### src/rtl/data_mem_arb_pkg.sv
// Shared types and default widths for the data-memory arbiter.
package data_mem_arb_pkg;

  localparam int DEF_ADDR_W = 16;
  localparam int DEF_DATA_W = 32;

  typedef enum logic {
    OWN_CORE = 1'b0,
    OWN_AUX  = 1'b1
  } owner_e;

  typedef enum logic {
    ARB_OPEN       = 1'b0,
    ARB_LOCKED_AUX = 1'b1
  } lock_state_e;

  typedef struct packed {
    logic   vld;
    owner_e owner;
  } rd_tag_t;

endpackage

### src/rtl/data_mem_rd_pipe.sv
// Owner-tag shift pipeline; a tag pushed in cycle N appears on tag_o in cycle N+RD_LAT.
// No backpressure: the pipeline shifts every cycle.
module data_mem_rd_pipe
  import data_mem_arb_pkg::*;
#(
  parameter int RD_LAT = 1
) (
  input  logic    clk,
  input  logic    rst_n,
  input  rd_tag_t tag_i,
  output rd_tag_t tag_o
);

  rd_tag_t [RD_LAT-1:0] pipe_q;
  rd_tag_t [RD_LAT-1:0] pipe_d;

  always_comb begin
    pipe_d    = pipe_q;
    pipe_d[0] = tag_i;
    for (int i = 1; i < RD_LAT; i++) begin
      pipe_d[i] = pipe_q[i-1];
    end
  end

  always_ff @(posedge clk or negedge rst_n) begin
    if (!rst_n) begin
      pipe_q <= '0;
    end else begin
      pipe_q <= pipe_d;
    end
  end

  assign tag_o = pipe_q[RD_LAT-1];

endmodule

### src/rtl/data_mem_arbiter.sv
// Round-robin core/aux arbiter for a single-port data memory; grant is same-cycle, reads return after RD_LAT.
// Requesters hold until gnt; optional aux bus lock under DATA_MEM_ARB_LOCK_EN.
module data_mem_arbiter
  import data_mem_arb_pkg::*;
#(
  parameter int ADDR_W = DEF_ADDR_W,
  parameter int DATA_W = DEF_DATA_W,
  parameter int RD_LAT = 1
) (
  input  logic              clk,
  input  logic              rst_n,
  input  logic              core_req,
  input  logic              core_we,
  input  logic [ADDR_W-1:0] core_addr,
  input  logic [DATA_W-1:0] core_wdata,
  output logic              core_gnt,
  output logic              core_rvalid,
  output logic [DATA_W-1:0] core_rdata,
  input  logic              aux_req,
  input  logic              aux_we,
  input  logic [ADDR_W-1:0] aux_addr,
  input  logic [DATA_W-1:0] aux_wdata,
  input  logic              aux_lock,
  output logic              aux_gnt,
  output logic              aux_rvalid,
  output logic [DATA_W-1:0] aux_rdata,
  output logic [ADDR_W-1:0] mem_address,
  output logic [DATA_W-1:0] mem_data,
  output logic              mem_wren,
  input  logic [DATA_W-1:0] mem_q
);

  owner_e            last_q, last_d;
  logic [ADDR_W-1:0] addr_q, addr_d;
  logic [DATA_W-1:0] data_q, data_d;
  logic              core_elig;
  logic              lock_exit;
  logic              gnt_core, gnt_aux;
  rd_tag_t           push_tag, ret_tag;

`ifdef DATA_MEM_ARB_LOCK_EN
  lock_state_e lock_q, lock_d;

  always_comb begin
    lock_d    = lock_q;
    lock_exit = 1'b0;
    case (lock_q)
      ARB_OPEN: begin
        if (gnt_aux && aux_lock) lock_d = ARB_LOCKED_AUX;
      end
      ARB_LOCKED_AUX: begin
        if ((gnt_aux && !aux_lock) || (!aux_req && !aux_lock)) begin
          lock_d    = ARB_OPEN;
          lock_exit = 1'b1;
        end
      end
      default: lock_d = ARB_OPEN;
    endcase
  end

  always_ff @(posedge clk or negedge rst_n) begin
    if (!rst_n) begin
      lock_q <= ARB_OPEN;
    end else begin
      lock_q <= lock_d;
    end
  end

  assign core_elig = core_req && (lock_q == ARB_OPEN);
`else
  logic unused_aux_lock;
  assign unused_aux_lock = aux_lock;
  assign lock_exit       = 1'b0;
  assign core_elig       = core_req;
`endif

  // Grants are suppressed while reset is asserted so requesters see gnt=0.
  assign gnt_core = rst_n && core_elig && (!aux_req || last_q == OWN_AUX);
  assign gnt_aux  = rst_n && aux_req && !gnt_core;
  assign core_gnt = gnt_core;
  assign aux_gnt  = gnt_aux;

  always_comb begin
    last_d = last_q;
    addr_d = addr_q;
    data_d = data_q;
    if (gnt_core) begin
      last_d = OWN_CORE;
      addr_d = core_addr;
      data_d = core_wdata;
    end else if (gnt_aux) begin
      last_d = OWN_AUX;
      addr_d = aux_addr;
      data_d = aux_wdata;
    end
    if (lock_exit) last_d = OWN_AUX;
  end

  always_ff @(posedge clk or negedge rst_n) begin
    if (!rst_n) begin
      last_q <= OWN_AUX;
      addr_q <= '0;
      data_q <= '0;
    end else begin
      last_q <= last_d;
      addr_q <= addr_d;
      data_q <= data_d;
    end
  end

  assign mem_address = addr_d;
  assign mem_data    = data_d;
  assign mem_wren    = (gnt_core && core_we) || (gnt_aux && aux_we);

  always_comb begin
    push_tag       = '0;
    push_tag.vld   = (gnt_core && !core_we) || (gnt_aux && !aux_we);
    push_tag.owner = gnt_aux ? OWN_AUX : OWN_CORE;
  end

  data_mem_rd_pipe #(
    .RD_LAT(RD_LAT)
  ) u_rd_pipe (
    .clk  (clk),
    .rst_n(rst_n),
    .tag_i(push_tag),
    .tag_o(ret_tag)
  );

  assign core_rvalid = ret_tag.vld && (ret_tag.owner == OWN_CORE);
  assign aux_rvalid  = ret_tag.vld && (ret_tag.owner == OWN_AUX);
  assign core_rdata  = core_rvalid ? mem_q : '0;
  assign aux_rdata   = aux_rvalid ? mem_q : '0;

endmodule

### config.mk
export PLATFORM = sky130hd
export DESIGN_NAME = data_mem_arbiter
export DESIGN_NICKNAME = d
export VERILOG_FILES = /design/src/rtl/data_mem_arb_pkg.sv /design/src/rtl/data_mem_rd_pipe.sv /design/src/rtl/data_mem_arbiter.sv
export SDC_FILE = /design/constraint.sdc
export NUM_CORES = 1
export LEC_CHECK = 0
export ABC_AREA = 1
export CAP_MARGIN = 40
export CORE_MARGIN = 5
export CORE_UTILIZATION = 30
export DETAILED_ROUTE_END_ITERATION = 12
export MAX_ROUTING_LAYER = met4
export PLACE_DENSITY_LB_ADDON = 0.08
export SYNTH_ARGS = -nofsm -noshare
export SYNTH_HDL_FRONTEND = slang
export SYNTH_SLANG_ARGS = --single-unit
### constraint.sdc
create_clock -name clk -period 1.65 [get_ports clk]
set_clock_uncertainty 0.2 [all_clocks]
set_input_delay 0.33 -clock clk [delete_from_list [all_inputs] [get_ports clk]]
set_output_delay 0.33 -clock clk [all_outputs]
set_load 0.05 [all_outputs]
==> out/summary.txt, run 1 <==
Netlist Area Pre-Place = 3110 um^2
Worst-path clk slew = 100 ps
Setup WS post-layout = -688 ps
Crit Path Max Fanout = 13
Unrepaired setup endpoints after global routing = true
Combinational share of power = 0.601
Maximum buffer depth of the clock tree = 2
Part of the Yosys area used for sequential elements = 0.411
Yosys top cell area share = 0.402
Total Routing Usage GR = 0.294
Nets@finish = 936
Routed vias/inst = 4.99
Clock Power Share = 0.166
Clock buffer count from CTS = 5
GP Congestion = 0.865
Placed Cells incl. Taps = 889
Hold Fails Final Rpt = 0
Worst r2r dst = data_q[26]$_DFF_PN0_
Via count = 4690
Wire per inst = 22.1 um
Worst min path class = primary input to asynchronous set/reset pin
TritonCTS clock tree = built
Seq pwr share = 0.233
Syn_nets = 612
Int Pwr = 0.00380 W
Leak = 4.11 nW
CTS root buf = clkbuf_8
Clock sinks = 51
Die Wd = 112 um
Synth-to-Final Area Change = 201%
Die ar. = 12500 um^2
Initial DRC Count = 242
Max-slew headroom = 0.566
Starting Density = 0.304
Fin Setup TNS = -57380 ps
CP Launch Type = primary input
Antenna violations before repair = 2
GRT Residual Overflow = 0
Max cap viols = 0
Fin crit share = 1.42
Worst r2r path cells = 7
Pre-CTS setup slack = -729 ps
Post-synthesis async set-or-reset flop share = 1.00
Pre-antenna DRT Iters = 4
Failing checks = negative setup slack
Status = complete, but fails checks
Gate Count Post-Synth = 477
Clk_lat worst skew = 320 ps
Arrival @ worst endpoint = 1810 ps
Top Ports = 252
Vias in the first global route = 5091
Leading area contributor after synthesis = dfrtp_1
Average size of a mapped cell = 6.52 um^2
Power Density = 694 nW/um^2
Yosys Warn Count = 0
Die extent in y = 112 um
Peak supply drop = 0.717 mV
Setup Viol. Count Final = 126
H-tree depth = 2
CP Class = primary input to output port
Drc violations = 0
Netlist cell types = 16
Most frequent cell after synthesis = nand3_1
Critical Path RT = 1120 ps
Sw Pwr = 0.00269 W
Layout cell share with drive strength beyond 1 = 0.522
Max Freq = 0.428 GHz
Post-Layout Cell Count = 940
Synth Flop Type = dfrtp_1
Sw Ratio = 0.414
Final-layout fill cell count = 379
Crit. End Element = output port
IO buf count = 250
Final slew viol count = 0
Detailed Place HPWL = 11500 um
Core box area = 10200 um^2
Pin count of the biggest net entering global routing = 19
Synth top cells by count = nand3_1, nand2_1, nor2_1, inv_1, dfrtp_1
Site Rows = 37
Routed wire length = 20800 um
EDFF count, synth = 0
#FFs+latches synth = 51
Antenna Nets Post-Route = 0
First-pass GRT wire length = 28300 um
Worst slew pin tran = 650 ps
Register-to-register setup slack = -90 ps
Synth top area cells = dfrtp_1, nand3_1, nand2_1
Hold_ws = 52.1 ps
Reg2Reg Launch Point = last_q$_DFFE_PN1P_
Min cycle time layout = 2340 ps
timing repair:
action | in CTS | in global routing
gates cloned | 10 | 3
setup buffers | 30 | 17
endpoints found under the setup margin | 137 | 156
hold buffers | 4 | 0
endpoints found under the hold margin | 23 | 0
gates resized for setup | 145 | 111
pin swaps | 18 | 37
worst max-delay path, cell delays in order:
cell             delay [ps]
clkdlybuf4s50_1         520
nand2_4                 100
a21oi_4                 200
buf_8                   190
nand2_1                  90
nand2_2                 100
clkinvlp_4              100
buf_12                  150
layout make-up:
cell class	instances	area [um^2]	area share
Antenna cell	2	5.00	0.000535
Clock buffer	6	72.6	0.00775
Clock inverter	2	60.1	0.00642
Inverter	88	414	0.0443
Multi-Input combinational cell	309	2810	0.301
Sequential cell	51	1280	0.136
Tap cell	136	170	0.0182
Timing Repair Buffer	346	4550	0.486
stage by stage:
stage / utilization / power [W] / cell area (um^2)
after global placement: 0.755 / 0.00461 / 7730
after CTS: 0.876 / 0.00614 / 8970
final: 0.915 / 0.00650 / 9360
after detailed placement: 0.755 / 0.00465 / 7730
after global routing: 0.915 / 0.00671 / 9360
after floorplan: - / 0.00336 / 4420
flip-flops by register name, summed over array words and instances (netlist names):
name	flops
addr_q	16
u_rd_pipe.tag_o	2
data_q	32
last_q	1
per-layer routing:
metal,GRT usage,part of all wire,vias to the layer above
met1,0.310,0.34,2295
met4,0.0941,0.034,0
met5,-,0,-
met3,0.0538,0.064,50
li1,-,-,2113
met2,0.552,0.56,232
layout by cell type (no fill, tap or decap), drive strengths merged, types with 2 or more instances in the layout:
| cell | n |
|---|---|
| nand3 | 119 |
| dlygate4sd3 | 3 |
| nor2 | 87 |
| inv | 70 |
| clkdlybuf4s50 | 131 |
| buf | 207 |
| clkinvlp | 17 |
| diode | 2 |
| bufinv | 2 |
| clkbuf | 8 |
| o21ai | 2 |
| dfrtp | 50 |
| nand2 | 100 |
cells by family after synthesis:
family | share of synthesized area
AND/OR/NAND/NOR | 0.419
buffers and inverters | 0.164
flip-flops | 0.411
AO/OA/AOI/OAI | 0.00603
power by group through the flow:
stage	Combinational (W)	Sequential (W)	Clock, W
finish	0.00390	0.00152	0.00108
global placement	0.00309	0.00152	0
detailed placement	0.00313	0.00152	0
floorplan	0.00186	0.00151	0
CTS	0.00358	0.00150	0.00106
global route	0.00405	0.00153	0.00113
worst max path at each step:
stage                             from           end  slack [ps]  depth (start not counted)
finish                        core_req      mem_wren        -690                          8
global route        last_q$_DFFE_PN1P_      mem_wren        -730                          7
CTS                 last_q$_DFFE_PN1P_  mem_data[25]        -650                          8
detailed placement             aux_req  mem_data[31]        -730                          8
global placement               aux_req   mem_data[3]        -680                          9
floorplan           last_q$_DFFE_PN1P_  mem_data[26]        -210                          6
Note: power is estimated with default switching activity, not from simulation.
==> run 2: changes to the inputs <==
- SLEW_MARGIN: unset -> 20
- SYNTH_HIERARCHICAL: unset -> 1
==> run 2 against run 1 <==
  * The flow still finishes with violations (negative setup slack)
  * Combinational power fell by 6.9%
  * First-iteration DRC count down 20%
  * Area after synthesis is 0.80% lower
  * Largest power group unchanged
==> out/summary.txt, run 2 <==
Core box area = 10200 um^2
Vias in the first global route = 4721
Critical Path RT = 1120 ps
First-pass GRT wire length = 25600 um
GP Congestion = 0.866
Worst-path clk slew = 100 ps
Drc violations = 0
Antenna violations before repair = 0
Setup WS post-layout = -633 ps
Worst path cell trace = inv_4, a21oi_4, buf_12, buf_16, nand2_2, nand2_2, clkinvlp_4, buf_6
Routed vias/inst = 4.77
Most common cell after layout, fill and taps aside = clkdlybuf4s50_1
Power Total = 0.00589 W
Initial DRC Count = 193
Largest register by flop count = data_q
Post-Synth Simple-Gate Area = 0.415
CTS root buf = clkbuf_8
CP max-delay cell = dfstp_2
CP Launch Type = flip-flop
Worst r2r path cells = 8
Crit path max-delay family = buffers and inverters
Die extent in y = 111 um
Max Freq = 0.438 GHz
Clock Power Share = 0.130
Total Routing Usage GR = 0.264
Site Rows = 37
Sw Pwr = 0.00245 W
Synth-to-Final Area Change = 182%
Yosys Warn Count = 6
Clock sinks = 51
Top Ports = 252
Clk_lat worst skew = 300 ps
Synth Flop Type = dfrtp_1
IO buf count = 250
Gate Count Post-Synth = 481
Hold_ws = 113 ps
Routed wire length = 17000 um
Yosys top cell area share = 0.405
Int Pwr = 0.00344 W
Leading area contributor after synthesis = dfrtp_1
Netlist Area Pre-Place = 3090 um^2
CP most frequent cell = nand2_2
Starting Density = 0.303
Pre-antenna DRT Iters = 5
Register-to-register setup slack = -50 ps
Crit Path Max Fanout = 7
Layout cell share with drive strength beyond 1 = 0.501
Final slew viol count = 0
GRT Residual Overflow = 0
Area after DPL = 7640 um^2
Leak = 4.00 nW
Post-synthesis async set-or-reset flop share = 1.00
Hold Fails Final Rpt = 0
Clock buffer count from CTS = 5
Synth Area in Compound Gates = 0.00608
H-tree depth = 2
Largest family of logic cells by synthesized area = simple AND/OR/NAND/NOR gates
Fin Setup TNS = -52930 ps
Part of the Yosys area used for sequential elements = 0.414
Setup Viol. Count Final = 126
Nets@finish = 924
Pin count of the biggest net entering global routing = 27
Mux cell area share after synthesis = 0
Synth top area cells = dfrtp_1, nand3_1, nand2_1
Failing checks = negative setup slack
Worst slew pin tran = 558 ps
Netlist cell types = 15
Post-Synth XOR/XNOR Area = 0
TritonCTS clock tree = built
Synth top cells by count = nand3_1, nand2_1, inv_1, nor2_1, dfrtp_1
Average size of a mapped cell = 6.42 um^2
Worst path max stage delay = 570 ps
EDFF count, synth = 0
Worst Path Buf+Inv = 5
Die ar. = 12400 um^2
Unrepaired setup endpoints after global routing = true
Most frequent cell after synthesis = nand3_1
Via count = 4413
Maximum buffer depth of the clock tree = 2
Worst r2r dst = data_q[23]$_DFF_PN0_
Detailed Place HPWL = 11600 um
Max cap viols = 0
Sw Ratio = 0.416
Design area = 8700 um^2
Wire per inst = 18.4 um
Max FFs per register = 32
CP Depth = 8
Post-synthesis adder-cell area fraction = 0
Min cycle time layout = 2280 ps
Arrival @ worst endpoint = 1750 ps
Status = complete, but fails checks
Worst min path class = primary input to asynchronous set/reset pin
#FFs+latches synth = 51
Fin crit share = 1.38
Crit. End Element = output port
Seq pwr share = 0.254
Combinational share of power = 0.616
Die Wd = 111 um
Peak supply drop = 0.484 mV
Power Density = 677 nW/um^2
Max-slew headroom = 0.627
Syn_nets = 616
CP Class = flip-flop to output port
Antenna Nets Post-Route = 0
Reg2Reg Launch Point = last_q$_DFFE_PN1P_
Ant diodes = 0
Most frequent cells in the layout = clkdlybuf4s50_1, buf_12, nand3_1, inv_1, nor2_4
## run 2: changes by cell type in the layout (fill, tap and decap cells not counted), moves of 5 or more
cell | before | now
nor2_1 | 10 | 2
inv_1 | 64 | 73
nor2_4 | 74 | 69
nand3_1 | 53 | 84
buf_6 | 46 | 41
buf_8 | 45 | 21
nand2_4 | 11 | 26
buf_4 | 35 | 44
buf_12 | 78 | 86
nand2_2 | 17 | 31
nand3_4 | 52 | 18
nand2_1 | 67 | 49
## run 2: routing by layer
layer	global-route usage	up-vias	wire [um]
met3	0.0348	33	935
li1	-	2077	-
met2	0.491	192	9460
met4	0.0633	0	488
met5	-	-	0
met1	0.300	2111	6150
## run 2: power groups by stage
stage                     clock, W  sequential (W)  combinational, W
after floorplan                  0         0.00151           0.00180
after global placement           0         0.00151           0.00320
after detailed placement         0         0.00152           0.00324
after CTS                 0.000789         0.00149           0.00351
after global routing      0.000839         0.00152           0.00380
final                     0.000764         0.00150           0.00363
## run 2: logic make-up after synthesis
family	after synthesis
and+or+nand+nor	299
buffers and inverters	128
DFF	51
AOI/OAI and AO/OA	3
## run 2: worst max-delay path by stage
stage                                 start             end  slack [ps]
2_1_floorplan  u_rd_pipe/tag_o[1]$_DFF_PN0_  core_rdata[10]        -190
3_3_place_gp                        aux_req  mem_address[4]        -710
3_5_place_dp                        aux_req  mem_address[4]        -740
4_1_cts                  last_q$_DFFE_PN1P_    mem_data[22]        -660
5_1_grt                  last_q$_DFFE_PN1P_    mem_data[28]        -710
6_report                 last_q$_DFFE_PN1P_    mem_data[17]        -630
## run 2: through the flow
stage | util | instances | setup slack, ps
after floorplan | - | 481 | -193
after CTS | 0.830 | 918 | -659
after global placement | 0.750 | 891 | -714
final | 0.854 | 926 | -633
after detailed placement | 0.750 | 891 | -742
after global routing | 0.854 | 926 | -711
## run 2: cell type report
type | instances | area (um^2)
Clock inverter | 1 | 5.00
Clock buffer | 7 | 86.3
Inverter | 98 | 453
Timing Repair Buffer | 331 | 4280
Fill cell | 556 | 1480
Sequential cell | 51 | 1280
Multi-Input combinational cell | 302 | 2420
Tap cell | 136 | 170
## run 2: timing repair
item | in CTS | in global routing
resized for setup | 115 | 53
buffers inserted | 12 | 15
cloned | 6 | 0
pin swaps | 17 | 10
hold buffers | 2 | 0
hold endpoints to repair | 35 | 0
setup endpoints to repair | 138 | 138
## run 2: worst min-delay path: stages
cell and delay (ps):
buf_2 140, buf_4 280, buf_4 210
